==> src/rtl/gtp_ber_counter.sv <==
// BER measurement stage: 3-stage compare/popcount/accumulate pipeline over a window of valid words.
// Optional first-error capture is enabled by defining GTP_BER_FIRST_ERR_EN.

module count_ROM (
  input  logic [7:0] addr,
  output logic [3:0] cnt
);
  always_comb begin
    cnt = '0;
    for (int i = 0; i < 8; i++) cnt = cnt + {3'b000, addr[i]};
  end
endmodule

// state | meaning
// IDLE  | waiting for start; results held
// RUN   | accepting valid words until the window is full
// DRAIN | window full; waiting for the pipeline to empty
module gtp_ber_counter #(
  parameter int WIN_W = 24,
  parameter int ACC_W = 32
) (
  input  logic             clk,
  input  logic             rst,
  input  logic             start,
  input  logic             abort,
  input  logic [WIN_W-1:0] win_len,
  input  logic             rx_valid,
  input  logic [15:0]      rx_data,
  input  logic [15:0]      exp_data,
  output logic             busy,
  output logic             done,
  output logic [ACC_W-1:0] bit_err_cnt,
  output logic [ACC_W-1:0] word_err_cnt,
  output logic [WIN_W-1:0] word_cnt,
  output logic             sat
`ifdef GTP_BER_FIRST_ERR_EN
  ,
  output logic [WIN_W-1:0] first_err_idx,
  output logic [15:0]      first_err_pat,
  output logic             first_err_vld
`endif
);
  localparam logic [1:0] IDLE  = 2'd0;
  localparam logic [1:0] RUN   = 2'd1;
  localparam logic [1:0] DRAIN = 2'd2;

  logic [1:0]       state_q, state_d;
  logic [WIN_W-1:0] win_len_q, win_len_d;
  logic [WIN_W-1:0] word_cnt_q, word_cnt_d;
  logic             v1_q, v1_d, v2_q, v2_d, nz_q, nz_d;
  logic [15:0]      mism_q, mism_d;
  logic [4:0]       n_q, n_d;
  logic [ACC_W-1:0] bit_err_q, bit_err_d, word_err_q, word_err_d;
  logic             sat_q, sat_d;
  logic [3:0]       cnt_lo, cnt_hi;
  logic [ACC_W:0]   bit_sum, word_sum;
  logic             accept, start_ok, done_c;
`ifdef GTP_BER_FIRST_ERR_EN
  logic [WIN_W-1:0] idx1_q, idx1_d, idx2_q, idx2_d, fe_idx_q, fe_idx_d;
  logic [15:0]      pat2_q, pat2_d, fe_pat_q, fe_pat_d;
  logic             fe_vld_q, fe_vld_d;
`endif

  count_ROM u_cnt_lo (.addr(mism_q[7:0]),  .cnt(cnt_lo));
  count_ROM u_cnt_hi (.addr(mism_q[15:8]), .cnt(cnt_hi));

  always_comb begin
    state_d    = state_q;
    win_len_d  = win_len_q;
    word_cnt_d = word_cnt_q;
    bit_err_d  = bit_err_q;
    word_err_d = word_err_q;
    sat_d      = sat_q;
    bit_sum    = {1'b0, bit_err_q} + {{(ACC_W-4){1'b0}}, n_q};
    word_sum   = {1'b0, word_err_q} + {{ACC_W{1'b0}}, nz_q};
    done_c     = (state_q == DRAIN) && !v1_q && !v2_q && !abort;
    start_ok   = start && !abort && ((state_q == IDLE) || done_c);
    accept     = (state_q == RUN) && rx_valid && !abort;
    v1_d       = accept;
    mism_d     = rx_data ^ exp_data;
    v2_d       = v1_q && !abort;
    n_d        = {1'b0, cnt_lo} + {1'b0, cnt_hi};
    nz_d       = |mism_q;
`ifdef GTP_BER_FIRST_ERR_EN
    idx1_d   = word_cnt_q;
    idx2_d   = idx1_q;
    pat2_d   = mism_q;
    fe_idx_d = fe_idx_q;
    fe_pat_d = fe_pat_q;
    fe_vld_d = fe_vld_q;
`endif

    // Abort drops in-flight words, so S3 is suppressed in the abort cycle too.
    if (v2_q && !abort) begin
      bit_err_d  = bit_sum[ACC_W] ? '1 : bit_sum[ACC_W-1:0];
      word_err_d = word_sum[ACC_W] ? '1 : word_sum[ACC_W-1:0];
      if (bit_sum[ACC_W] || (&bit_sum[ACC_W-1:0]) ||
          word_sum[ACC_W] || (&word_sum[ACC_W-1:0]))
        sat_d = 1'b1;
`ifdef GTP_BER_FIRST_ERR_EN
      if (nz_q && !fe_vld_q) begin
        fe_idx_d = idx2_q;
        fe_pat_d = pat2_q;
        fe_vld_d = 1'b1;
      end
`endif
    end

    if (accept) begin
      word_cnt_d = word_cnt_q + 1'b1;
      if (word_cnt_d == win_len_q) state_d = DRAIN;
    end

    if (abort && (state_q != IDLE)) state_d = IDLE;
    else if (done_c) state_d = IDLE;

    if (start_ok) begin
      state_d    = RUN;
      win_len_d  = (win_len == '0) ? {{(WIN_W-1){1'b0}}, 1'b1} : win_len;
      word_cnt_d = '0;
      bit_err_d  = '0;
      word_err_d = '0;
      sat_d      = 1'b0;
`ifdef GTP_BER_FIRST_ERR_EN
      fe_idx_d = '0;
      fe_pat_d = '0;
      fe_vld_d = 1'b0;
`endif
    end
  end

  always_ff @(posedge clk) begin
    if (rst) begin
      state_q    <= IDLE;
      win_len_q  <= '0;
      word_cnt_q <= '0;
      v1_q       <= 1'b0;
      v2_q       <= 1'b0;
      nz_q       <= 1'b0;
      mism_q     <= '0;
      n_q        <= '0;
      bit_err_q  <= '0;
      word_err_q <= '0;
      sat_q      <= 1'b0;
    end else begin
      state_q    <= state_d;
      win_len_q  <= win_len_d;
      word_cnt_q <= word_cnt_d;
      v1_q       <= v1_d;
      v2_q       <= v2_d;
      nz_q       <= nz_d;
      mism_q     <= mism_d;
      n_q        <= n_d;
      bit_err_q  <= bit_err_d;
      word_err_q <= word_err_d;
      sat_q      <= sat_d;
    end
  end

`ifdef GTP_BER_FIRST_ERR_EN
  always_ff @(posedge clk) begin
    if (rst) begin
      idx1_q   <= '0;
      idx2_q   <= '0;
      pat2_q   <= '0;
      fe_idx_q <= '0;
      fe_pat_q <= '0;
      fe_vld_q <= 1'b0;
    end else begin
      idx1_q   <= idx1_d;
      idx2_q   <= idx2_d;
      pat2_q   <= pat2_d;
      fe_idx_q <= fe_idx_d;
      fe_pat_q <= fe_pat_d;
      fe_vld_q <= fe_vld_d;
    end
  end

  assign first_err_idx = fe_idx_q;
  assign first_err_pat = fe_pat_q;
  assign first_err_vld = fe_vld_q;
`endif

  assign busy         = (state_q != IDLE);
  assign done         = done_c;
  assign bit_err_cnt  = bit_err_q;
  assign word_err_cnt = word_err_q;
  assign word_cnt     = word_cnt_q;
  assign sat          = sat_q;
endmodule

==> config.mk <==
export PLATFORM = sky130hd
export DESIGN_NAME = gtp_ber_counter
export DESIGN_NICKNAME = d
export VERILOG_FILES = /design/src/rtl/gtp_ber_counter.sv
export SDC_FILE = /design/constraint.sdc
export NUM_CORES = 1
export LEC_CHECK = 0
export BUFFER_PORTS_ARGS = -buffer_cell sky130_fd_sc_hd__buf_2
export CORE_ASPECT_RATIO = 1.2
export CORE_MARGIN = 4
export CORE_UTILIZATION = 55
export CTS_CLUSTER_DIAMETER = 30
export DETAILED_ROUTE_END_ITERATION = 16
export GPL_ROUTABILITY_DRIVEN = 0
export PLACE_DENSITY = 0.8
export SKIP_CTS_REPAIR_TIMING = 1
export SLEW_MARGIN = 20
export SYNTH_ARGS = -nofsm -noshare
export SYNTH_HDL_FRONTEND = slang
export SYNTH_HIERARCHICAL = 1
export SYNTH_SLANG_ARGS = --single-unit
==> constraint.sdc <==
create_clock -name clk -period 9.9 [get_ports clk]
set_input_delay 1.485 -clock clk [delete_from_list [all_inputs] [get_ports clk]]
set_output_delay 1.485 -clock clk [all_outputs]
set_load 0.03 [all_outputs]
==> results.json, run 1 <==
{
  "peakVddDrop_v": 0.000109,
  "ios": 152,
  "postLayoutCoreUtil_pct": 67.0,
  "min_period_ns": 3.67,
  "power_switching_mw": 0.349,
  "ant_nets": 0,
  "crit_chain": "buf_2, nand2b_1, nor4_1, buf_2",
  "p_leak_nw": 3.72,
  "critPathMaxFanout": 8,
  "drv_slew": 0,
  "dp_cells": 1218,
  "worstPathRequired_ns": 8.42,
  "cts_tree": "built",
  "root_buffer": "clkbuf_16",
  "ys_seq_elements": 139,
  "drc_errors": 0,
  "fin_hold_ws_ns": 0.481,
  "comb_power_share_pct": 11.5,
  "instances_no_fill": 1249,
  "p_clk_share_pct": 48.6,
  "crit_buf_inv": 2,
  "regToRegSetupSlack_ns": 6.24,
  "num_antenna_cells": 0,
  "synth_ff_type": "dfxtp_1",
  "worstSetupStartpointType": "input pin",
  "routed_via_density": 6.13,
  "syn_to_final_growth_pct": 18.6,
  "avgSynthCellArea_um2": 8.29,
  "grtUsageTotal_pct": 27.6,
  "register_area_um2": 2780,
  "multi_input_area_um2": 4680,
  "grt_pass1_wl_um": 36300,
  "syn_nets": 1034,
  "clk_path_buf_depth": 2,
  "path_clk_slew_ns": 0.05,
  "dr.pass1.iters": 7,
  "min_path_type": "flop to flop",
  "worstSetupEndpointType": "output port",
  "critPathSlowestCell": "buf_2",
  "hold_viol": 0,
  "fin_tns_setup_ns": 0,
  "yosysWarnings": 6,
  "die_w_um": 117,
  "tightest_slew_ns": 1.08,
  "htree_levels": 4,
  "syn_inst": 945,
  "p_seq_share_pct": 39.9,
  "outcome": "complete, no violations",
  "core_um2": 13900,
  "setup_viol": 0,
  "async_flop_share_pct": 0,
  "cp_top_family": "buffers and inverters",
  "wire_per_inst_um": 17.8,
  "nNetsFinal": 1155,
  "fin_crit_sh_pct": 37.1,
  "fmax_mhz": 272,
  "critical_path.max_stage_delay_ns": 0.24,
  "slew_headroom_pct": 27.2,
  "grt_pass1_vias": 7159,
  "path_common_cell": "buf_2",
  "place_area_um2": 8630,
  "drive_gt1_share_pct": 19.8,
  "io_buffers": 151,
  "grt_max_degree": 72,
  "hpwlAfterDp_um": 15500,
  "design_area_um2": 9300,
  "synth_cell_types": 64,
  "clock_sinks": 139,
  "rsz0062_at_grt": "no",
  "grt_overflow": 0,
  "synth-seq-area-share_pct": 35.5,
  "synth-edff-count": 0,
  "start_util_pct": 56.5,
  "skew_ns": 0.00875,
  "maxCapViolCount": 0,
  "worst_ep_arrival_time_ns": 2.19,
  "finalWirelength_um": 22200,
  "cts_made_buffers": 17,
  "p_int_mw": 1.12,
  "worstSetupPathType": "input pin to output port",
  "drt_iter0_drc": 641,
  "num_rows": 47,
  "die_y_um": 139,
  "die-area_um2": 16200,
  "vias": 7656,
  "nFillCells": 1179,
  "antenna_found_initial": 0,
  "power_density_nw_per_um2": 158,
  "clkLatencyLatePin_ns": 0.43,
  "power.share.switching_pct": 23.7,
  "synth_area_um2": 7840
}
-- per-layer routing --
layer | GRT usage, % | routed length, um
met5 | 0 | 0
met1 | 35.4 | 9010
met2 | 46.2 | 11000
met4 | 8.03 | 463
met3 | 5.85 | 1690
-- cells in the mapped netlist (all sizes together), types with 13 or more instances --
master | count | share of area, %
nand3 | 47 | 3.1
a311oi | 17 | 1.9
buf | 13 | 0.83
a31oi | 15 | 1.2
o21ai | 34 | 2.2
clkbuf | 40 | 1.9
ha | 18 | 2.9
a21oi | 58 | 3.7
nor2 | 102 | 5.1
nand4 | 29 | 2.5
xnor2 | 62 | 6.9
nand2 | 61 | 2.9
nor4 | 23 | 2.0
xor2 | 28 | 3.1
dfxtp | 139 | 36
inv | 45 | 2.2
and3 | 16 | 1.3
nor3 | 34 | 2.2
a22o | 20 | 2.2
-- cell usage in the layout (no fill, tap or decap), drive strengths merged, types with 6 or more instances in the layout --
cell    instances
a211oi         12
a21oi          58
a22o           20
a311oi         17
a31oi          15
and2            8
and3           16
and4           12
buf           155
clkbuf         21
dfxtp         139
fa             10
ha             18
inv            45
nand2          61
nand2b          6
nand3          47
nand4          29
nor2          102
nor2b          12
nor3           34
nor4           23
o21ai          34
o221a          10
or3             6
xnor2          62
xor2           28
-- worst min-delay path: stages (launching register included) --
cell and delay (ns):
dfxtp_1 0.32, nand2_1 0.06, a21oi_1 0.05
-- path summary, 6_finish.rpt --
path / from / cells past startpoint / to
worst max-delay path: abort / 4 / done
worst min-delay path: win_len_q[9]$_SDFFE_PP0P_ / 2 / win_len_q[9]$_SDFFE_PP0P_
worst max register to register: mism_q[0]$_SDFF_PP0_ / 14 / n_q[4]$_SDFF_PP0_
worst min register to register: win_len_q[9]$_SDFFE_PP0P_ / 2 / win_len_q[9]$_SDFFE_PP0P_
-- kinds of logic after synthesis --
kind of cell,synth area share (%)
DFF,35.5
and+or+nand+nor,25.5
adders and majority gates,5.43
AOI/OAI and AO/OA,18.0
buffers and inverters,4.92
xor gates and xnor gates,10.1
muxes,0.639
-- state kept, by name, summed over array words and instances (netlist names) --
register,count
state_q,2
word_cnt,24
bit_err_cnt,32
v1_q,1
mism_q,16
nz_q,1
n_q,5
word_err_cnt,32
win_len_q,24
v2_q,1
sat,1
-- power by group through the flow --
stage / Combinational, mW / Sequential [mW] / Clock [mW]
after floorplan: 0.117 / 0.597 / 0
after CTS: 0.170 / 0.588 / 0.723
after detailed placement: 0.164 / 0.600 / 0
after global placement: 0.157 / 0.599 / 0
final: 0.169 / 0.588 / 0.716
after global routing: 0.192 / 0.590 / 0.747
-- area by class of cell --
| class | instances | area share (%) |
|---|---|---|
| Timing Repair Buffer | 155 | 8.45 |
| Tap cell | 171 | 2.30 |
| Clock buffer | 21 | 5.17 |
| Sequential cell | 139 | 29.9 |
| Inverter | 45 | 1.82 |
| Clock inverter | 10 | 2.02 |
| Multi-Input combinational cell | 708 | 50.3 |
-- stage by stage --
| step | total power, mW | setup WS [ns] |
|---|---|---|
| 2_1_floorplan | 0.713 | 5.91 |
| 3_3_place_gp | 0.756 | 6.07 |
| 3_5_place_dp | 0.764 | 5.98 |
| 4_1_cts | 1.48 | 6.23 |
| 5_1_grt | 1.53 | 6.03 |
| 6_report | 1.47 | 6.23 |
No activity file was read; power rests on OpenSTA's default activity.
==> run 2: changes to the inputs <==
==> constraint.sdc (replaced) <==
create_clock -name clk -period 3.6 [get_ports clk]
set_input_delay 0.54 -clock clk [delete_from_list [all_inputs] [get_ports clk]]
set_output_delay 0.54 -clock clk [all_outputs]
set_load 0.03 [all_outputs]
==> results.json, run 2 (synthesis gave the netlist of run 1 again) <==
{
  "outcome": "complete, no violations",
  "dr.pass1.iters": 5,
  "fin_tns_setup_ns": 0,
  "skew_ns": 0.0115,
  "ios": 152,
  "wire_per_inst_um": 17.4,
  "tightest_slew_ns": 0.700,
  "htree_levels": 4,
  "grt_pass1_wl_um": 35600,
  "min_from": "win_len[15]",
  "p_seq_share_pct": 40.4,
  "place_ws_ns": -0.0221,
  "grtUsageTotal_pct": 27.0,
  "r2r_start": "mism_q[3]$_SDFF_PP0_",
  "die-area_um2": 16200,
  "core_um2": 13900,
  "worstSetupPathType": "flop to flop",
  "mostFrequentLayoutCells": "buf_2 (151), dfxtp_1 (138), nor2_1 (100)",
  "path_clk_slew_ns": 0.06,
  "cts_tree": "built",
  "instances_no_fill": 1261,
  "vias": 7749,
  "routed_via_density": 6.15,
  "ant_nets": 0,
  "final_common_cell": "buf_2",
  "antenna_found_initial": 0,
  "hold_viol": 0,
  "min_path_cells": 2,
  "postLayoutCoreUtil_pct": 67.5,
  "worstHoldEndpoint": "win_len_q[15]$_SDFFE_PP0P_",
  "p_leak_nw": 3.76,
  "num_rows": 47,
  "critPathMaxFanout": 2,
  "p_clk_share_pct": 46.6,
  "drive_gt1_share_pct": 21.5,
  "worstSetupEndpointType": "flop",
  "drv_slew": 0,
  "fin_hold_ws_ns": 0.333,
  "maxCapViolCount": 0,
  "rsz0062_at_grt": "yes",
  "min_path_type": "input pin to flop",
  "drc_errors": 0,
  "reg2reg_to": "n_q[3]$_SDFF_PP0_",
  "clock_sinks": 139,
  "grt_overflow": 0,
  "fmax_mhz": 280,
  "regToRegSetupSlack_ns": 0.03,
  "worst_ep_arrival_time_ns": 3.87,
  "crit_start": "mism_q[3]$_SDFF_PP0_",
  "comb_power_share_pct": 13.1,
  "setup_viol": 0,
  "grt_max_degree": 35,
  "cts_made_buffers": 17,
  "min_period_ns": 3.57,
  "peakVddDrop_v": 0.000282,
  "root_buffer": "clkbuf_16",
  "nNetsFinal": 1166,
  "fin_crit_sh_pct": 99.2,
  "power_density_nw_per_um2": 427,
  "dp_cells": 1227,
  "grt_pass1_vias": 7353,
  "die_w_um": 117,
  "rr_worst_depth": 14,
  "num_antenna_cells": 0,
  "slew_headroom_pct": 52.9,
  "start_util_pct": 56.5,
  "hpwlAfterDp_um": 15700,
  "worstPathRequired_ns": 3.90,
  "p_int_mw": 3.04,
  "syn_to_final_growth_pct": 19.6,
  "setup_slack_ns": 0.0297,
  "power_switching_mw": 0.965,
  "finalWirelength_um": 21900,
  "clkLatencyLatePin_ns": 0.43,
  "die_y_um": 139,
  "drt_iter0_drc": 770,
  "power.share.switching_pct": 24.1,
  "worstSetupStartpointType": "flop",
  "io_buffers": 151,
  "clk_path_buf_depth": 2
}
[run 2: cell type report]
| class | count | area [um2] |
|---|---|---|
| inverter | 45 | 169 |
| fill | 1196 | 4500 |
| clock inverter | 6 | 105 |
| timing repair buffer | 166 | 868 |
| multi-input combinational | 708 | 4700 |
| sequential | 139 | 2780 |
| clock buffer | 26 | 529 |
| tap | 171 | 214 |
[run 2: metrics by stage]
step / cell area, um2 / power (mW)
floorplan: 7840 / 1.96
global placement: 8700 / 2.08
detailed placement: 8700 / 2.11
CTS: 9330 / 3.96
global route: 9370 / 4.16
finish: 9370 / 4.01
[run 2: power groups by stage]
stage                     registers [mW]  clock network, mW  logic [mW]
after detailed placement            1.65                  0       0.463
after floorplan                     1.64                  0       0.321
final                               1.62               1.87       0.523
after CTS                           1.62               1.88       0.467
after global routing                1.62               1.95       0.590
after global placement              1.65                  0       0.436
[run 2: per-layer routing]
| layer | vias up | share of wire [%] | global-route usage [%] |
|---|---|---|---|
| met4 | 0 | 2.9 | 11.5 |
| met5 | - | 0 | 0 |
| met3 | 60 | 6.9 | 5.37 |
| met2 | 322 | 49 | 44.3 |
| li1 | 3700 | - | - |
| met1 | 3667 | 41 | 34.0 |
[run 2: worst max path at each step]
stage | to | slack [ns] | cells after the start
3_5_place_dp | n_q[4]$_SDFF_PP0_ | -0.02 | 14
2_1_floorplan | n_q[3]$_SDFF_PP0_ | 0.19 | 14
3_3_place_gp | n_q[3]$_SDFF_PP0_ | 0.07 | 14
4_1_cts | n_q[4]$_SDFF_PP0_ | -0.05 | 14
5_1_grt | n_q[3]$_SDFF_PP0_ | -0.17 | 14
6_report | n_q[3]$_SDFF_PP0_ | 0.03 | 14
[run 2: critical path: stages, from the launching register on]
cell and delay (ns):
dfxtp_2 0.34, inv_2 0.04, fa_1 0.56, fa_1 0.45
fa_1 0.45, inv_1 0.07, ha_2 0.19, inv_2 0.04
fa_2 0.56, inv_2 0.05, ha_4 0.20, a21o_1 0.16
a21oi_2 0.13, xor2_1 0.14, nor2_1 0.05
